===== src/rtl/rect_drag_ctl.sv =====
// Drag-and-drop for the rendered rectangle: debounced grab, cursor follow with edge clamping, drop strobe on release.
// Outputs registered (1-cycle latency); no backpressure, drop_pulse is a single-cycle strobe with drop_x/drop_y held.
module rect_drag_ctl #(
  parameter int RECT_W     = 48,
  parameter int RECT_H     = 64,
  parameter int H_MAX      = 800,
  parameter int V_MAX      = 600,
  parameter int DEB_CYCLES = 16
) (
  input  logic        clk,
  input  logic        rst,
  input  logic [11:0] xpos_in,
  input  logic [11:0] ypos_in,
  input  logic        left_in,
  input  logic [11:0] xpos_ctl,
  input  logic [11:0] ypos_ctl,
  output logic [11:0] xpos_out,
  output logic [11:0] ypos_out,
  output logic        dragging,
  output logic        drop_pulse,
  output logic [11:0] drop_x,
  output logic [11:0] drop_y
);

  localparam int                CW       = $clog2(DEB_CYCLES + 1);
  localparam logic [CW-1:0]     DEB_LAST = CW'(DEB_CYCLES - 1);
  localparam logic signed [12:0] X_LIM   = 13'(H_MAX - RECT_W);
  localparam logic signed [12:0] Y_LIM   = 13'(V_MAX - RECT_H);

  typedef enum logic [1:0] {IDLE, GRAB, DRAG, DROP} state_t;

  state_t        state;
  logic          left_db;
  logic          left_db_q;
  logic [CW-1:0] deb_cnt;
  logic [11:0]   dx;
  logic [11:0]   dy;
  logic          rise;
  logic          in_rect;
  logic [12:0]   x_end;
  logic [12:0]   y_end;
  logic [11:0]   x_next;
  logic [11:0]   y_next;

  // Cursor minus grab offset, pinned so the rectangle stays fully on screen.
  function automatic logic [11:0] clamp_pos(input logic [11:0] pos, input logic [11:0] off,
                                            input logic signed [12:0] lim);
    logic signed [12:0] d;
    d = $signed({1'b0, pos}) - $signed({1'b0, off});
    if (d < 13'sd0)
      clamp_pos = 12'd0;
    else if (d > lim)
      clamp_pos = lim[11:0];
    else
      clamp_pos = d[11:0];
  endfunction

  always_ff @(posedge clk) begin
    if (rst) begin
      left_db   <= 1'b0;
      left_db_q <= 1'b0;
      deb_cnt   <= '0;
    end else begin
      left_db_q <= left_db;
      if (left_in == left_db) begin
        deb_cnt <= '0;
      end else if (deb_cnt == DEB_LAST) begin
        left_db <= left_in;
        deb_cnt <= '0;
      end else begin
        deb_cnt <= deb_cnt + CW'(1);
      end
    end
  end

  always_comb begin
    rise    = left_db & ~left_db_q;
    x_end   = {1'b0, xpos_ctl} + 13'(RECT_W - 1);
    y_end   = {1'b0, ypos_ctl} + 13'(RECT_H - 1);
    in_rect = (xpos_in >= xpos_ctl) && ({1'b0, xpos_in} <= x_end) &&
              (ypos_in >= ypos_ctl) && ({1'b0, ypos_in} <= y_end);
    x_next  = clamp_pos(xpos_in, dx, X_LIM);
    y_next  = clamp_pos(ypos_in, dy, Y_LIM);
  end

  always_ff @(posedge clk) begin
    if (rst) begin
      state      <= IDLE;
      dx         <= 12'd0;
      dy         <= 12'd0;
      xpos_out   <= 12'd0;
      ypos_out   <= 12'd0;
      dragging   <= 1'b0;
      drop_pulse <= 1'b0;
      drop_x     <= 12'd0;
      drop_y     <= 12'd0;
    end else begin
      drop_pulse <= 1'b0;
      case (state)
        IDLE: begin
          xpos_out <= xpos_ctl;
          ypos_out <= ypos_ctl;
          if (rise && in_rect) begin
            dx       <= xpos_in - xpos_ctl;
            dy       <= ypos_in - ypos_ctl;
            dragging <= 1'b1;
            state    <= GRAB;
          end
        end
        GRAB: state <= DRAG;
        DRAG: begin
          // Level test so a release that landed during GRAB still ends the drag.
          if (!left_db) begin
            dragging   <= 1'b0;
            drop_pulse <= 1'b1;
            drop_x     <= xpos_out;
            drop_y     <= ypos_out;
            state      <= DROP;
          end else begin
            xpos_out <= x_next;
            ypos_out <= y_next;
          end
        end
        DROP: state <= IDLE;
        default: state <= IDLE;
      endcase
    end
  end

endmodule


===== config.mk =====
export PLATFORM = sky130hd
export DESIGN_NAME = rect_drag_ctl
export DESIGN_NICKNAME = d
export VERILOG_FILES = /design/src/rtl/rect_drag_ctl.sv
export SDC_FILE = /design/constraint.sdc
export NUM_CORES = 1
export LEC_CHECK = 0
export BUFFER_PORTS_ARGS = -buffer_cell sky130_fd_sc_hd__buf_2
export CELL_PAD_IN_SITES_DETAIL_PLACEMENT = 0
export CELL_PAD_IN_SITES_GLOBAL_PLACEMENT = 1
export CORE_UTILIZATION = 46
export DETAILED_ROUTE_END_ITERATION = 8
export MAX_ROUTING_LAYER = met4
export PLACE_DENSITY_LB_ADDON = 0.1
export SLEW_MARGIN = 25
export SYNTH_ARGS = -nofsm -noshare
export SYNTH_HDL_FRONTEND = slang
export SYNTH_SLANG_ARGS = --single-unit

===== constraint.sdc =====
create_clock -name clk -period 6.8 [get_ports clk]
set_input_delay 0 -clock clk [delete_from_list [all_inputs] [get_ports clk]]
set_output_delay 0 -clock clk [all_outputs]
set_load 0.01 [all_outputs]

# Yosys cells after proc, flatten, opt, wreduce, memory -nomap -nowiden
# Cells that the tools add are included.
# classes
n_addsub	7
magnitude_cmp	8
eq_ne	8
n_mux	15
bitwise_logic	5
reduce_logical	14
# ops
operator	count
two-way mux 12 bit	6
one-hot mux 12 bit (2 select lines)	2
adder 12 x 6 -> 13 bit, second input constant	2
greater-than comparator 13 x 11 -> 1 bit, second input constant	2
less-or-equal comparator 12 x 13 -> 1 bit	2
< comparator 13 x 1 -> 1 bit, second input constant	2
subtractor 12 x 12 -> 13 bit	2
greater-or-equal comparator 12 bit	2
subtractor 12 bit	2
AND reduction 2 bit	5
one-hot mux 2 bit (4 select lines)	1
!= test 2 bit, second input constant	3
adder 5 x 1 -> 5 bit, second input constant	1
equality test 5 x 4 -> 1 bit, second input constant	1
equality test 2 bit, second input constant	2
logical AND 1 bit	4
two-way mux 2 bit	2
inverter 1 bit	4
two-way mux 1 bit	3
AND reduction 3 bit	1
OR reduction 3 bit	1
equality test 2 x 1 -> 1 bit, second input constant	1
logical NOT 2 bit	1
one-hot mux 1 bit (2 select lines)	1
other kinds (4)	4
# word_totals
regBits	83
inputBits	51
output_inout_bits	50

# Logic depth before layout (Yosys ltp)
# Gate-level depths: netlist (run 1).
# logic_depth
word_depth	8
depth_mapped	15

# Least setup slack after synthesis (run 1)
# No wires, ideal clock.
# synth_path
kind	input -> register
startpoint	input port ypos_ctl[0]
endpoint	register dy[9]
arrival_ns	2.939
t_required_ns	6.735
setup_slack_ns	3.795
cell_stages	14
path_buffers	1
path_cell_list	inv_1 ha_1 nor2b_1 a21oi_1 nand4_1 xnor2_1 ha_1 a2111oi_0 o21a_1 a31oi_4 or4_4 buf_6 o41a_1 nor2_1
# synth_between
elab_chain_len	5
# synth_rtl
item	line	rtl
start, declared	16	input logic [11:0] ypos_ctl,
adder 12 x 6 -> 13 bit or greater-or-equal comparator 12 bit (tied branches)	79, 81	
less-or-equal comparator 12 x 13 -> 1 bit or logical AND 1 bit (tied branches)	81, 80	
logical AND 1 bit	81	(ypos_in >= ypos_ctl) && ({1'b0, ypos_in} <= y_end);
logical AND 1 bit	103	if (rise && in_rect) begin
AND reduction 2 bit (no line)	-	
end signal, assigned	105	dy <= ypos_in - ypos_ctl;
end, declared	37	logic [11:0] dy;
# Parallel ways exist; a longest one is shown, timed or not.
# A chain may end at the register's enable or synchronous reset.

# Worst setup path in the final report (run 1)
# layout_path
startpoint	register dy[0]
endpoint	register ypos_out[2]
# layout_between
elab_chain_len	6
# layout_rtl
item	line	rtl
subtractor 12 x 12 -> 13 bit *	49	d = $signed({1'b0, pos}) - $signed({1'b0, off});
greater-than comparator 13 x 11 -> 1 bit	52	else if (d > lim)
two-way mux 12 bit	52	
two-way mux 12 bit *	50	if (d < 13'sd0)
two-way mux 12 bit *	113	if (!left_db) begin
one-hot mux 12 bit (2 select lines) *	99	case (state)
end signal, assigned	102	ypos_out <= ypos_ctl;
end signal, assigned	121	ypos_out <= y_next;
end, declared	18	output logic [11:0] ypos_out,
# Every way passes the cells marked *; elsewhere a longest branch is shown, timed or not. The select of a mux whose other input is x is not followed.

==> qor.tcl, run 1 <==
set qor(run_status) {completed}
set qor(min_path_cells) 3
set qor(ys_types) 73
set qor(clock-skew-final_ns) 0.00982
set qor(postRouteWirelength_mm) 19.4
set qor(syn_to_final_growth_pct) 13.6
set qor(detailroute.wirelength.met3_mm) 1.00
set qor(worstSetupStartpointType) {flip-flop}
set qor(cp_data_arrival_time_ns) 3.36
set qor(cts-root-buf) {clkbuf_16}
set qor(timing_worst_setup_path_type) {reg2reg}
set qor(die-height_um) 123
set qor(cts_htree_levels) 3
set qor(start_util_pct) 47.8
set qor(syn_inst) 863
set qor(clock-sinks) 83
set qor(routedLengthMet1_mm) 10.4
set qor(rrSetupSlack_ns) 3.68
set qor(critPathLaunch) {dy[0]$_SDFFE_PP0P_}
set qor(layout.area.seq_um2) 1660
set qor(achievable-frequency_mhz) 321
set qor(grt_use_total_pct) 27.1
set qor(synth.avg_cell_area_um2) 7.77
set qor(grt_pass1_wl_mm) 30.5
set qor(synth_top_flop_cell) {dfxtp_1}
set qor(gr-total-overflow) 0
set qor(yosysWarningCount) 0
set qor(setup_viol) 0
set qor(area_of_the_multi_input_gates_um2) 4660
set qor(hold_path_class) {in2reg}
set qor(final_layout_size_suffix_gt1_share_pct) 14.3
set qor(finalHoldViolCount) 0
set qor(grt_setup_unrepaired) {no}
set qor(antenna_found_initial) 0
set qor(drt_first_iter_violations) 503
set qor(tns_ns) 0
set qor(synth.cell_area_um2) 6710
set qor(setup.worst_path.end_class) {flip-flop}
set qor(placed_insts) 1117
set qor(critical_path.cell_chain) {ha_1 -> inv_1 -> fa_1 -> a211oi_1 -> o21ai_1 -> o31ai_1 -> o21a_1 -> xor2_1 -> nand4b_1 -> o41ai_1}
set qor(n_antenna_cell) 0
set qor(clock_latency_ns) 0.35
set qor(tritoncts_clock_tree) {yes}
set qor(avgRoutedWirePerCell_um) 17.1
set qor(place_congestion) 0.913
set qor(timing.rr.end) {ypos_out[2]$_SDFFE_PP0P_}
set qor(floorplan.die.width_um) 123
set qor(cap_violations) 0
set qor(min_clock_period_post_route_ns) 3.12
set qor(floorplan.rows) 43
set qor(floorplan.die_area_um2) 15100
set qor(via_count) 6438
set qor(synth_sequential_area_ratio_pct) 24.8
set qor(cts.clk_slew.worst_paths_ns) 0.07
set qor(postSynthNetCount) 996
set qor(pwr_density_cell_nw_per_um2) 198
set qor(maxUsedRoutingLayer) {met4}
set qor(timing_max_transition_violations_final) 0
set qor(timing.rr.start) {dy[0]$_SDFFE_PP0P_}
set qor(max_stage_delay_ns) 0.42
set qor(max-clock-path-buffers) 2
set qor(vdd_ir_max_v) 0.000113
set qor(io_pins) 101
set qor(dr_wl_met2_mm) 7.83
set qor(layoutNonFillerInstCount) 1134
set qor(worstPathMaxFanout) 4
set qor(via_count_of_the_first_global_routing_pass) 5912
set qor(cts-buffers-inserted) 9
set qor(place.port_buffers) 100
set qor(slowest_stage) {fa_1}
set qor(synth-edff-count) 0
set qor(drc_errors) 0
set qor(critPathRequiredTime_ns) 7.04
set qor(crit_end) {ypos_out[2]$_SDFFE_PP0P_}
set qor(antenna_violating_nets_post_route) 0
set qor(ys_async_sr_fraction_pct) 0
set qor(num-fill-cells) 1371
set qor(grt_start_max_net_pins) 84
set qor(detail_route.first_pass.iterations) 5
set qor(ys_seq_elements) 83
set qor(timing.max_slew.rel_slack_pct) 34.6
set qor(worst_pin_slew_ns) 0.981
set qor(hpwl_mm) 15.7
set qor(share_of_the_cycle_needed_by_the_critical_path_after_routing_pct) 45.8
set qor(core_box_area_um2) 14000
set qor(via_per_inst) 5.68
set qor(ff2ff_path_depth) 10
set qor(layout.nets) 1082
set qor(power.leakage_nw) 3.20
set qor(post_cts.resized_instances) 0
==> state kept, by name, indices dropped and copies added (netlist names) <==
name	count
drop_x	12
drop_y	12
dx	12
dy	12
xpos_out	12
ypos_out	12
deb_cnt	5
state	2
dragging	1
drop_pulse	1
left_db	1
left_db_q	1
==> area by class of cell <==
class                      instances  area share (%)
clock buffer                      10            3.00
inverter                          70            3.45
clock inverter                     6           0.624
timing repair buffer             104            6.99
sequential                        83            21.8
multi-input combinational        681            61.2
tap                              180            2.96
==> worst max-delay path, delay by kind of cell (launching register included) <==
kind	cells	cell delay [ns]
AND/OR/NAND/NOR	1	0.24
flip-flops	1	0.40
buffers and inverters	1	0.06
adder cells (fa/ha/maj)	2	0.62
AO/OA/AOI/OAI	5	1.43
XOR/XNOR	1	0.26
==> routing by layer <==
layer / up-vias / global-route usage, %
met5: - / -
met4: 0 / 5.11
met1: 3009 / 40.2
met2: 167 / 38.3
met3: 16 / 4.14
li1: 3246 / -
==> layout by cell type (no fill, tap or decap), types with 4 or more instances in the layout <==
cell type,count
nor2b_1,17
or4_1,5
o21ai_1,5
dfxtp_1,83
and3_1,4
nand4_1,10
a211oi_1,10
a22oi_1,4
nand2b_1,7
fa_1,4
a31oi_1,12
nor2_1,98
a21o_1,8
clkbuf_16,9
inv_1,70
buf_2,100
a31o_2,5
o21ai_0,54
ha_1,78
nand2_1,80
o211ai_1,5
xnor2_1,38
clkinvlp_4,4
or3_1,11
nand3_1,7
a21oi_1,63
nand3b_1,4
a211o_1,5
xor2_1,12
o21bai_1,8
mux2i_1,15
o41ai_1,6
o21a_1,21
o31ai_1,13
nor3_1,20
==> report_power, final <==
group,switching (mW),internal (mW)
Clock,0.215,0.250
Combinational,0.301,0.195
Sequential,0.0262,0.519
Total,0.542,0.964
==> cell families after synthesis <==
logic type	Yosys count	share of synthesized area, %
XOR/XNOR	50	6.53
buffers and inverters	99	5.73
flip-flops	83	24.8
multiplexers	17	2.57
adder cells (fa/ha/maj)	82	15.7
AND/OR/NAND/NOR	277	19.4
AO/OA/AOI/OAI	255	25.2
==> cell usage after synthesis (3+ instances only) <==
cell	count	share of area, %
ha_1	78	15
a31o_2	5	0.65
a21o_1	8	0.90
a2111oi_0	3	0.39
nor3_1	20	1.5
nand2_1	80	4.5
o21a_1	21	2.4
o41a_1	3	0.50
nor2_1	98	5.5
a31oi_1	12	1.1
nand2b_1	7	0.65
nor2b_1	17	1.6
a211oi_1	10	1.1
xnor2_1	38	5.0
fa_1	4	1.2
o22ai_1	3	0.28
o211ai_1	5	0.56
a21oi_1	63	4.7
inv_1	70	3.9
nand3_1	7	0.52
clkbuf_1	26	1.5
o21ai_1	5	0.37
a211o_1	5	0.65
dfxtp_1	83	25
a21boi_0	3	0.34
o21bai_1	8	0.90
or4_1	5	0.56
nand4b_1	3	0.39
a22oi_1	4	0.45
o31ai_1	13	1.5
o41ai_1	6	0.78
nand4_1	10	0.93
mux2i_1	15	2.2
nand3b_1	4	0.45
or3_1	11	1.0
xor2_1	12	1.6
and3_1	4	0.37
o21ai_0	54	4.0
==> worst min path at each step <==
stage / from / to / slack [ns]
after floorplan: left_in / left_db$_SDFFE_PP0P_ / 0.15
after global placement: left_in / left_db$_SDFFE_PP0P_ / 0.27
after detailed placement: left_in / left_db$_SDFFE_PP0P_ / 0.31
after CTS: ypos_ctl[10] / ypos_out[10]$_SDFFE_PP0P_ / 0.00008
after global routing: ypos_ctl[10] / ypos_out[10]$_SDFFE_PP0P_ / 0.03
final: ypos_ctl[10] / ypos_out[10]$_SDFFE_PP0P_ / 0.01
==> repair_timing <==
| action | in CTS | in global routing |
|---|---|---|
| hold buffers | 1 | 0 |
| setup buffers | 0 | 0 |
| endpoints found under the hold margin | 1 | 0 |
==> per-stage QoR <==
step	power [mW]	cell area, µm²	utilization [%]	hold WS (ns)	setup WS (ns)
after floorplan	0.892	6710	-	0.147	3.80
after global placement	1.03	7330	52.2	0.273	3.51
after detailed placement	1.04	7330	52.2	0.307	3.40
after CTS	1.51	7620	54.3	0.0000834	3.68
after global routing	1.59	7620	54.3	0.0273	3.43
final	1.51	7620	54.3	0.0102	3.68
No activity file was read; power rests on OpenSTA's default activity.
==> inputs of run 2 (changes only) <==
--- a/config.mk
+++ b/config.mk
@@ -8,7 +8,7 @@
 export BUFFER_PORTS_ARGS = -buffer_cell sky130_fd_sc_hd__buf_2
 export CELL_PAD_IN_SITES_DETAIL_PLACEMENT = 0
 export CELL_PAD_IN_SITES_GLOBAL_PLACEMENT = 1
-export CORE_UTILIZATION = 46
+export CORE_UTILIZATION = 39
 export DETAILED_ROUTE_END_ITERATION = 8
 export MAX_ROUTING_LAYER = met4
 export PLACE_DENSITY_LB_ADDON = 0.1
==> constraint.sdc (replaced) <==
create_clock -name clk -period 2.75 [get_ports clk]
set_input_delay 0 -clock clk [delete_from_list [all_inputs] [get_ports clk]]
set_output_delay 0 -clock clk [all_outputs]
set_load 0.01 [all_outputs]
==> qor.tcl, run 2 (synthesis gave the netlist of run 1 again) <==
set qor(run_status) {completed}
set qor(timing_max_transition_violations_final) 0
set qor(power.leakage_nw) 3.72
set qor(placed_insts) 1240
set qor(tns_ns) 0
set qor(start_util_pct) 40.2
set qor(cts-root-buf) {clkbuf_16}
set qor(cts_htree_levels) 3
set qor(finalHoldViolCount) 0
set qor(cts.clk_slew.worst_paths_ns) 0.07
set qor(final_layout_size_suffix_gt1_share_pct) 26.5
set qor(setup.worst_path.end_class) {flip-flop}
set qor(final_design_utilization_pct) 52.1
set qor(drt_first_iter_violations) 394
set qor(grt_use_total_pct) 23.9
set qor(ff2ff_path_depth) 11
set qor(clock_latency_ns) 0.34
set qor(layoutNonFillerInstCount) 1266
set qor(via_per_inst) 5.27
set qor(pwr_density_cell_nw_per_um2) 447
set qor(tritoncts_clock_tree) {yes}
set qor(hpwl_mm) 16.2
set qor(floorplan.die.width_um) 133
set qor(postLayoutCellArea_um2) 8690
set qor(crit_end) {ypos_out[0]$_SDFFE_PP0P_}
set qor(vdd_ir_max_v) 0.000360
set qor(mostFrequentLayoutCells) {buf_2, nor2_1, buf_4, dfxtp_1, nand2_1}
set qor(syn_to_final_growth_pct) 29.6
set qor(place_congestion) 0.877
set qor(io_pins) 101
set qor(timing.rr.end) {ypos_out[0]$_SDFFE_PP0P_}
set qor(num-fill-cells) 1679
set qor(timing.max_slew.rel_slack_pct) 37.9
set qor(critPathLaunch) {dy[0]$_SDFFE_PP0P_}
set qor(clock-skew-final_ns) 0.0120
set qor(antenna_violating_nets_post_route) 0
set qor(min_clock_period_post_route_ns) 2.68
set qor(final_common_cell) {buf_2}
set qor(critPathRequiredTime_ns) 3.00
set qor(grt_pass1_wl_mm) 32.6
set qor(cap_violations) 0
set qor(share_of_the_cycle_needed_by_the_critical_path_after_routing_pct) 97.5
set qor(core_box_area_um2) 16700
set qor(floorplan.die_area_um2) 17700
set qor(hold_path_class) {in2reg}
set qor(dpl_cell_area_um2) 8140
set qor(antenna_found_initial) 0
set qor(layout.nets) 1176
set qor(worstPathMaxFanout) 4
set qor(gr-total-overflow) 0
set qor(timing.rr.start) {dy[0]$_SDFFE_PP0P_}
set qor(place.port_buffers) 100
set qor(cp_data_arrival_time_ns) 2.93
set qor(achievable-frequency_mhz) 373
set qor(clock-sinks) 83
set qor(floorplan.rows) 47
set qor(die-height_um) 133
set qor(grt_start_max_net_pins) 49
set qor(via_count_of_the_first_global_routing_pass) 6282
set qor(postRouteWirelength_mm) 20.6
set qor(worst_pin_slew_ns) 0.931
set qor(setup_viol) 0
set qor(max-clock-path-buffers) 2
set qor(via_count) 6667
set qor(drc_errors) 0
set qor(grt_setup_unrepaired) {yes}
set qor(n_antenna_cell) 0
set qor(avgRoutedWirePerCell_um) 16.3
set qor(detail_route.first_pass.iterations) 5
set qor(cts-buffers-inserted) 9
set qor(worstSetupStartpointType) {flip-flop}
set qor(rrSetupSlack_ns) 0.07
set qor(totalPowerFinal_mw) 3.89
set qor(timing_worst_setup_path_type) {reg2reg}
run 2: changes by cell type in the layout (fill, tap and decap cells not counted), sizes merged:
cell,before,now
a21oi,64,65
clkinvlp,4,3
buf,103,196
clkbuf,10,9
inv,72,70
clkinv,0,2
run 2: cell type report:
class | count | area, µm² | share of cell area (%)
Clock buffer | 9 | 225 | 2.59
Clock inverter | 5 | 32.5 | 0.374
Inverter | 70 | 280 | 3.22
Multi-Input combinational cell | 682 | 4960 | 57.1
Sequential cell | 83 | 1660 | 19.1
Tap cell | 220 | 275 | 3.17
Timing Repair Buffer | 197 | 1250 | 14.4
run 2: per-layer routing:
layer | vias to the layer above | routed length (µm) | part of all wire, % | track usage, %
met2 | 139 | 8400 | 41 | 33.8
met1 | 3063 | 11000 | 53 | 35.7
li1 | 3436 | - | - | -
met3 | 29 | 856 | 4.2 | 2.40
met4 | 0 | 357 | 1.7 | 6.44
met5 | - | 0 | 0 | -
run 2: repair_timing:
action | 4_1_cts | 5_1_grt
resized for setup | 10 | 31
buffers inserted | 1 | 9
pin swaps | 5 | 23
endpoints found under the hold margin | 1 | 0
cloned | 0 | 2
endpoints found under the setup margin | 15 | 41
hold buffers | 1 | 0
run 2: worst max-delay path, cell delays in order (launching register included):
cell	delay, ns
dfxtp_2	0.36
ha_2	0.18
inv_1	0.05
fa_2	0.36
a211oi_4	0.25
o21ai_2	0.09
o31ai_2	0.23
o21a_2	0.21
xor2_2	0.19
nand4b_1	0.25
buf_4	0.21
o31ai_1	0.20
run 2: stage by stage:
step                      setup slack, ns  hold slack (ns)
after floorplan                 0.0000306            0.147
final                              0.0695           0.0163
after detailed placement           -0.297            0.285
after global routing              -0.0393           0.0285
after CTS                        -0.00559           0.0111
after global placement             -0.228            0.286
run 2: worst min path at each step:
stage | start | to | cells after the start
after global placement | left_in | left_db$_SDFFE_PP0P_ | 3
after CTS | ypos_ctl[11] | ypos_out[11]$_SDFFE_PP0P_ | 3
after floorplan | left_in | left_db$_SDFFE_PP0P_ | 2
after detailed placement | left_in | left_db$_SDFFE_PP0P_ | 3
after global routing | ypos_ctl[10] | ypos_out[10]$_SDFFE_PP0P_ | 3
final | ypos_ctl[11] | ypos_out[11]$_SDFFE_PP0P_ | 3
run 2: power by group:
| part | internal [mW] | leakage [nW] | switching, mW |
|---|---|---|---|
| sequential | 1.28 | 0.676 | 0.0665 |
| clock | 0.599 | 0.119 | 0.509 |
| combinational | 0.628 | 2.93 | 0.804 |
| total | 2.51 | 3.72 | 1.38 |
